`src/rtl/piso_serializer_if.sv`:
```
// rtl/piso_serializer_if.sv - load handshake and serial output bundle for piso_serializer
interface piso_serializer_if #(
    parameter int WIDTH = 8
);
    logic             load_valid;
    logic [WIDTH-1:0] load_data;
    logic             load_ready;
    logic             ser_out;
    logic             ser_valid;
    logic             frame_start;
    logic             frame_end;
    logic             busy;

    modport master (
        output load_valid, load_data,
        input  load_ready, ser_out, ser_valid, frame_start, frame_end, busy
    );

    modport slave (
        input  load_valid, load_data,
        output load_ready, ser_out, ser_valid, frame_start, frame_end, busy
    );
endinterface

```
`src/rtl/piso_serializer.sv`:
```
// rtl/piso_serializer.sv - parallel-in/serial-out transmitter with frame markers
module piso_serializer #(
    parameter int WIDTH     = 8,
    parameter bit MSB_FIRST = 1'b1
) (
    input  logic              clk,
    input  logic              rst_n,
    piso_serializer_if.slave  bus
);
    localparam int             CW      = (WIDTH > 1) ? $clog2(WIDTH) : 1;
    localparam logic [CW-1:0]  CNT_TOP = CW'(WIDTH - 1);

    typedef enum logic {IDLE, SHIFT} state_t;

    state_t           state, state_n;
    logic [WIDTH-1:0] shreg, shreg_n;
    logic [CW-1:0]    cnt, cnt_n;
    logic             first, first_n;
    logic             ready;
    logic             accept;

    // Ready while idle or while the last bit is on the line, so frames can abut.
    assign ready  = (state == IDLE) || (cnt == '0);
    assign accept = bus.load_valid && ready;

    always_ff @(posedge clk or negedge rst_n) begin
        if (!rst_n) begin
            state <= IDLE;
            shreg <= '0;
            cnt   <= '0;
            first <= 1'b0;
        end else begin
            state <= state_n;
            shreg <= shreg_n;
            cnt   <= cnt_n;
            first <= first_n;
        end
    end

    always_comb begin
        state_n = state;
        shreg_n = shreg;
        cnt_n   = cnt;
        first_n = 1'b0;
        case (state)
            IDLE: begin
                if (accept) begin
                    state_n = SHIFT;
                    shreg_n = bus.load_data;
                    cnt_n   = CNT_TOP;
                    first_n = 1'b1;
                end
            end
            SHIFT: begin
                if (cnt != '0) begin
                    cnt_n   = cnt - 1'b1;
                    shreg_n = MSB_FIRST ? (shreg << 1) : (shreg >> 1);
                end else if (accept) begin
                    shreg_n = bus.load_data;
                    cnt_n   = CNT_TOP;
                    first_n = 1'b1;
                end else begin
                    state_n = IDLE;
                    shreg_n = '0;
                end
            end
            default: state_n = IDLE;
        endcase
    end

    assign bus.load_ready  = ready;
    assign bus.ser_valid   = (state == SHIFT);
    assign bus.busy        = (state == SHIFT);
    assign bus.ser_out     = (state == SHIFT) && (MSB_FIRST ? shreg[WIDTH-1] : shreg[0]);
    assign bus.frame_start = (state == SHIFT) && first;
    assign bus.frame_end   = (state == SHIFT) && (cnt == '0);
endmodule

```
`src/flat_wrapper.sv`:
```
// flat-port wrapper written by rule: the top's interface ports become plain ports
module piso_serializer_flat 
#(
    parameter int WIDTH     = 8,
    parameter bit MSB_FIRST = 1'b1
)
  (clk, rst_n, bus_load_valid, bus_load_data, bus_load_ready, bus_ser_out, bus_ser_valid, bus_frame_start, bus_frame_end, bus_busy);
  piso_serializer_if #(.WIDTH(WIDTH)) bus_i ();
  input  logic clk;
  input  logic rst_n;
  input wire logic [$bits(bus_i.load_valid)-1:0] bus_load_valid;
  input wire logic [$bits(bus_i.load_data)-1:0] bus_load_data;
  output wire logic [$bits(bus_i.load_ready)-1:0] bus_load_ready;
  output wire logic [$bits(bus_i.ser_out)-1:0] bus_ser_out;
  output wire logic [$bits(bus_i.ser_valid)-1:0] bus_ser_valid;
  output wire logic [$bits(bus_i.frame_start)-1:0] bus_frame_start;
  output wire logic [$bits(bus_i.frame_end)-1:0] bus_frame_end;
  output wire logic [$bits(bus_i.busy)-1:0] bus_busy;
  assign bus_i.load_valid = bus_load_valid;
  assign bus_i.load_data = bus_load_data;
  assign bus_load_ready = bus_i.load_ready;
  assign bus_ser_out = bus_i.ser_out;
  assign bus_ser_valid = bus_i.ser_valid;
  assign bus_frame_start = bus_i.frame_start;
  assign bus_frame_end = bus_i.frame_end;
  assign bus_busy = bus_i.busy;
  piso_serializer #(.WIDTH(WIDTH), .MSB_FIRST(MSB_FIRST)) u_core (.clk(clk), .rst_n(rst_n), .bus(bus_i));
endmodule
```
`config.mk`:
```
export PLATFORM = sky130hd
export DESIGN_NAME = piso_serializer_flat
export DESIGN_NICKNAME = d
export VERILOG_FILES = /design/src/rtl/piso_serializer_if.sv /design/src/rtl/piso_serializer.sv /design/src/flat_wrapper.sv
export SDC_FILE = /design/constraint.sdc
export NUM_CORES = 1
export LEC_CHECK = 0
export CORE_MARGIN = 2
export CORE_UTILIZATION = 49
export CTS_CLUSTER_SIZE = 30
export DETAILED_ROUTE_END_ITERATION = 12
export GPL_TIMING_DRIVEN = 0
export PLACE_DENSITY = 0.8
export SYNTH_ARGS = -nofsm -noshare
export SYNTH_HDL_FRONTEND = slang
export SYNTH_SLANG_ARGS = --single-unit
```
`constraint.sdc`:
```
create_clock -name clk -period 2.22 [get_ports clk]
set_input_delay 0.333 -clock clk [delete_from_list [all_inputs] [get_ports clk]]
set_output_delay 0.333 -clock clk [all_outputs]
set_load 0.02 [all_outputs]
```
-- After elaboration in Yosys (flattened, before gate mapping)
Index checks and enable logic that the tools add are counted.
Widths: inputs -> output; s select.
- register bits: 13
- bits of input ports: 11
- output and inout bits: 6
- logic and storage cells: 26
- add/subtract/negate cells: 1
- equality and inequality tests: 1
- mux-type cells: 12
- bitwise gates (word level): 1
- reductions and logical operators: 7
- operators with widths (operator ; number):
    $mux 8 ; 3
    $pmux 8 s2 ; 1
    $mux 3 ; 2
    $pmux 3 s2 ; 1
    $logic_and 1x1->1 ; 4
    $pmux 1 s2 ; 2
    $logic_not 3->1 ; 1
    $mux 1 ; 3
    $reduce_bool 3->1 ; 1
    $sub 3x1->3 const B ; 1
    $ne 2x1->1 const B ; 1
    $logic_or 1x1->1 ; 1
    $not 1->1 ; 1

-- Longest topological paths before layout
Gate-level depths: netlist of the first run.
- depth after elaboration: 6
- mapped depth: 7
- mapped depth without buffers: 6

-- Worst setup path after synthesis of the first run
No wires, ideal clock.
- path kind: reg-to-output
- start: reg u_core.cnt[0]
- end: out bus_frame_end
- arrival: 1138 ps
- data required time: 1887 ps
- path slack: 749 ps
- cell stages (with the launch flop): 6
- buffers on the path: 1
- path through: dfrtp_1 -> inv_1 -> ha_1 -> nand2b_4 -> buf_2 -> nor2_1
- word-level cells in the longest chain between the ends: 2
- RTL lines (element ; line ; text):
    start, declared ; piso_serializer.sv:17 ; logic [CW-1:0] cnt, cnt_n;
    start signal, assigned ; piso_serializer.sv:35 ; cnt <= cnt_n;
    $logic_not 3->1 ; piso_serializer.sv:76 ; assign bus.frame_end = (state == SHIFT) && (cnt == '0);
    $logic_and 1x1->1 ; piso_serializer.sv:76 ;
    end, declared ; flat_wrapper.sv:17 ; output wire logic [$bits(bus_i.frame_end)-1:0] bus_frame_end;
Every way passes these cells.

-- Worst setup path after layout of the first run
- start: reg u_core.state (netlist: u_core.bus.busy)
- end: out bus_frame_start
- word-level cells in the longest chain between the ends: 1
- RTL lines (element ; line ; text):
    start, declared ; piso_serializer.sv:15 ; state_t state, state_n;
    start signal, assigned ; piso_serializer.sv:33 ; state <= state_n;
    $logic_and 1x1->1 ; piso_serializer.sv:75 ; assign bus.frame_start = (state == SHIFT) && first;
    end, declared ; flat_wrapper.sv:16 ; output wire logic [$bits(bus_i.frame_start)-1:0] bus_frame_start;
Every way passes these cells.

==> flow_summary.yaml, run 1 <==
clock_tree:
  cts_inserted_buffers: 3
  ctsHoldBuffers: 0
  clkSinkCount: 13
  clock_latency_ns: 0.29
  clockBufferDepth: 2
  clkTransAtPathRegs_ns: 0.08
  h-tree-depth: 1
  clock-root-buffer: "clkbuf_4"
  cts_tree: "done"
grt:
  grt_overflow_total: 0
  grt_pass1_wl_um: 2240
  grt_use_total_pct: 21.7
  grt_pass1_vias: 512
  grt_start_max_net_pins: 14
  antenna_found_initial: 0
finish:
  multi_input_area_um2: 275
  final_cells: 98
  syn2layout_area_growth_pct: 31.5
  drive_gt1_share_pct: 13.3
  regArea_um2: 327
  nFillCells: 108
  n_antenna_cell: 0
  final_nets: 97
worst_setup_path:
  crit_type: "reg -> out"
  r2r-start: "u_core.cnt[0]"
  reg2reg_to: "u_core.shreg[5]"
  r2r_slack_ns: 0.72
  path_buf_inv: 2
  crit_path_cell_trace: "buf_2 > and2_1 > clkdlybuf4s50_1"
  worstPathRequired_ns: 1.89
  cp_max_fo: 10
  cp_top_family: "buffers and inverters"
  cpPeakStageDelay_ns: 0.60
  worstSetupStartpointType: "flip-flop"
  cp_slowest_cell: "clkdlybuf4s50_1"
  r2r_cells: 6
  cp_num_cells: 3
  critical_path_arrival_ns: 1.73
  crit_path_end_kind: "primary output"
timing:
  hold_viol_final: 0
  fmax_ghz: 0.484
  rsz0062_at_grt: "no"
  period_needed_ns: 2.06
  finalSetupTns_ns: 0
  slew_headroom_pct: 62.3
  setup_viol: 0
  skew_ns: 0.00343
  timing.final.crit_share_pct: 93.0
  drv_slew: 0
  tightest_slew_ns: 0.564
logic_synthesis:
  synth_area_leaders: "dfrtp_1, a221o_1, a21oi_1"
  yosysTopAreaCell: "dfrtp_1"
  synth_nets: 76
  synth_top_cell_area_share_pct: 50.2
  synth_fa_ha_area_share_pct: 3.86
  ys_warn_count: 0
  ys_seq_elements: 13
  synthDistinctLibCells: 20
  synth-seq-area-share_pct: 50.2
  syn_area_um2: 648
  synth-simple-area-share_pct: 15.4
  netlist_instances: 63
  synthMuxAreaShare_pct: 0
  synth_compound_area_share_pct: 23.2
  avgSynthCellArea_um2: 10.3
  synth_xor_area_share_pct: 0
  synth_top_family_by_area: "compound AO/OA/AOI/OAI gates"
placed_design:
  place_inst: 94
  place_congestion: 0.701
  port_buffers: 16
floorplanning:
  die_h_um: 40.4
  core_um2: 1270
  ios: 17
  fp.dieArea_um2: 1630
  chipWidth_um: 40.4
  start_util_pct: 51.1
  row_count: 13
pwr:
  power.density_nw_per_um2: 1120
  ir_worst_vdd_uv: 726
  p_leak_nw: 0.404
  power.total_mw: 0.954
detailed_routing:
  initialDrtViolationCount: 5
  final_antenna_net_count: 0
  vias: 543
  wl_um: 1340
  viasPerCell: 5.54
  drcViolationCount: 0
  wl_per_cell_um: 13.7
  first_pass_iters: 4
status:
  status: "finished, final reports clean"
worst_hold_path:
  hold_class: "in -> async"
run:
  max-cap-violations: 0
-- synthesized netlist by cell type (all sizes together) --
master,n
dfrtp,13
a21oi,9
nand2,8
a221o,7
and2,4
buf,4
inv,4
nand2b,3
nor2,3
a211oi,2
ha,2
a32o,1
clkbuf,1
nand3,1
o311a,1
-- power by group --
group,total [mW],leakage (nW),internal [mW],switching [mW]
registers,0.376,0.164,0.320,0.0561
clock network,0.157,0.0150,0.0701,0.0868
logic,0.421,0.225,0.216,0.205
total,0.954,0.404,0.606,0.348
-- registers in the layout (all words and copies together) (netlist names) --
register and count:
u_core.bus.busy 1, u_core.cnt 3, u_core.first 1, u_core.shreg 8
-- area by class of cell --
type | instances | share of cell area [%]
Buffer | 5 | 3.82
Clock buffer | 4 | 3.08
Inverter | 4 | 1.76
Multi-Input combinational cell | 41 | 32.3
Sequential cell | 13 | 38.3
Tap cell | 15 | 2.20
Timing Repair Buffer | 16 | 18.5
-- metrics by stage --
stage               util, %  setup WS (ns)  instance area, µm²  hold slack, ns
finish                 67.2          0.156                 852           0.398
global route           67.2         0.0771                 852           0.459
CTS                    67.1         0.0816                 851           0.420
detailed placement     65.2          0.203                 827           0.472
global placement       65.2          0.220                 827           0.461
floorplan                 -          0.749                 648          0.0374
-- repair_timing --
action,CTS,global route
setup endpoints to repair,2,1
resized for setup,2,1
buffers inserted,0,0
-- cells by family after synthesis --
family / Yosys count
AOI/OAI and AO/OA: 20
adders and majority gates: 2
and+or+nand+nor: 19
DFF: 13
buffers and inverters: 9
-- placed cells by master, fill, tap and decap left out, types with 2 or more instances in the layout --
master and n:
a21oi_1 9, inv_1 3, nor2_1 3, and2_1 3, a221o_1 7, nand2b_1 2, buf_2 2, clkbuf_4 3
nand2_1 8, ha_1 2, dlygate4sd2_1 2, clkbuf_1 2, clkdlybuf4s50_1 14, a211oi_1 2, dfrtp_1 12
-- routing by layer --
layer	part of all wire (%)	track usage (%)	vias up
met1	43	26.6	264
met2	51	34.5	13
met3	4.1	6.67	3
li1	-	-	263
met4	2.4	10.0	0
met5	0	0	-
-- how the worst max path moves through the flow --
stage / startpoint / end / slack (ns)
after floorplan: u_core.cnt[0] / bus_frame_end / 0.75
after global placement: u_core.cnt[0] / bus_load_ready / 0.22
after detailed placement: u_core.cnt[0] / bus_load_ready / 0.20
after CTS: u_core.bus.busy / bus_frame_start / 0.08
after global routing: u_core.cnt[0] / bus_load_ready / 0.08
final: u_core.bus.busy / bus_frame_start / 0.16
Power figures use the tool's default switching activity.
==> run 2, diff against run 1 <==
CORE_MARGIN = not set   (was 2)
==> flow_summary.yaml, run 2 (synthesized netlist as in run 1, its figures left out) <==
clock_tree:
  ctsHoldBuffers: 0
  cts_tree: "done"
  clkTransAtPathRegs_ns: 0.08
  post_cts_buffers: 0
  cts_inserted_buffers: 3
  h-tree-depth: 1
  clkSinkCount: 13
  clock-root-buffer: "clkbuf_4"
  clockBufferDepth: 2
  clock_latency_ns: 0.27
timing:
  drv_slew: 0
  rsz0062_at_grt: "no"
  finalSetupTns_ns: 0
  setup_viol: 0
  tightest_slew_ns: 0.576
  period_needed_ns: 2.12
  slew_headroom_pct: 61.5
  skew_ns: 0.00149
  timing.hold.ws_ns: 0.422
  hold_viol_final: 0
  fmax_ghz: 0.471
  fin_ws_ns: 0.0974
  timing.final.crit_share_pct: 95.6
floorplanning:
  row_count: 12
  core_um2: 1170
  chipWidth_um: 38.4
  die_h_um: 38.4
  fp.dieArea_um2: 1470
  start_util_pct: 55.3
  ios: 17
grt:
  antenna_found_initial: 0
  grt_start_max_net_pins: 14
  grt_overflow_total: 0
  grt_pass1_vias: 476
  grt_use_total_pct: 21.9
  grt_pass1_wl_um: 2130
placed_design:
  port_buffers: 16
  placed_area_um2: 826
  hpwl_um: 940
  post-place-ws_ns: 0.191
  place_congestion: 0.717
finish:
  largest_reg_flops: 8
  top_register: "u_core.shreg"
  drive_gt1_share_pct: 12.0
  final_nets: 97
  layout_common_cells: "clkdlybuf4s50_1, dfrtp_1, a21oi_1"
  mostFrequentLayoutCell: "clkdlybuf4s50_1"
  syn2layout_area_growth_pct: 31.1
  post-route-util_pct: 72.5
  reg_top3: "u_core.shreg x8, u_core.cnt x3"
  n_antenna_cell: 0
  final_area_um2: 850
detailed_routing:
  viasPerCell: 5.44
  wl_um: 1330
  final_antenna_net_count: 0
  first_pass_iters: 4
  initialDrtViolationCount: 12
  drcViolationCount: 0
  wl_per_cell_um: 13.7
  vias: 528
pwr:
  ir_worst_vdd_uv: 691
  p_leak_nw: 0.404
  power.density_nw_per_um2: 1110
worst_setup_path:
  r2r_slack_ns: 0.71
  critical_path_arrival_ns: 1.79
  crit_path_end_kind: "primary output"
  worstPathRequired_ns: 1.89
  cp_max_fo: 10
  crit_type: "reg -> out"
  worstSetupStartpointType: "flip-flop"
worst_hold_path:
  hold_class: "in -> async"
run:
  max-cap-violations: 0
status:
  status: "finished, final reports clean"
## run 2: what timing repair did
action / in CTS / in global routing
endpoints found under the setup margin: 2 / 0
resized for setup: 2 / 0
endpoints found under the hold margin: 0 / 0
## run 2: per-layer routing
metal,vias to the layer above,GRT usage [%],routed length (µm)
li1,265,-,-
met1,248,30.6,630
met2,13,31.8,636
met3,2,5.23,48
met4,0,10.3,12
met5,-,0,0
## run 2: report_power, final
group          switching (mW)  total [mW]  internal, mW
Combinational           0.207       0.422         0.215
Clock                  0.0790       0.149        0.0696
Sequential             0.0575       0.377         0.319
## run 2: area by class of cell
class,instances,area [µm²]
Sequential cell,13,325
Clock buffer,4,26.3
Multi-Input combinational cell,41,275
Tap cell,14,17.5
Timing Repair Buffer,16,158
Buffer,5,32.5
Fill cell,94,322
Inverter,4,15.0
## run 2: worst max-delay path, stage by stage (launching register included)
cell and delay [ns]:
dfrtp_1 0.50, buf_2 0.27, and2_1 0.15, clkdlybuf4s50_1 0.60
## run 2: metrics by stage
stage,power (mW),cells
2_1_floorplan,0.668,63
3_3_place_gp,0.797,93
3_5_place_dp,0.816,93
4_1_cts,0.953,97
5_1_grt,1.00,97
6_report,0.947,97
## run 2: final timing paths
check	startpoint	end	cells past startpoint
max	u_core.bus.busy	bus_frame_start	3
min	rst_n	u_core.shreg[4]	1
max reg2reg	u_core.cnt[0]	u_core.shreg[6]	6
min reg2reg	u_core.cnt[0]	u_core.cnt[0]	1
max in group asynchronous	rst_n	u_core.cnt[2]	1
min in group clk	u_core.cnt[0]	u_core.cnt[0]	1
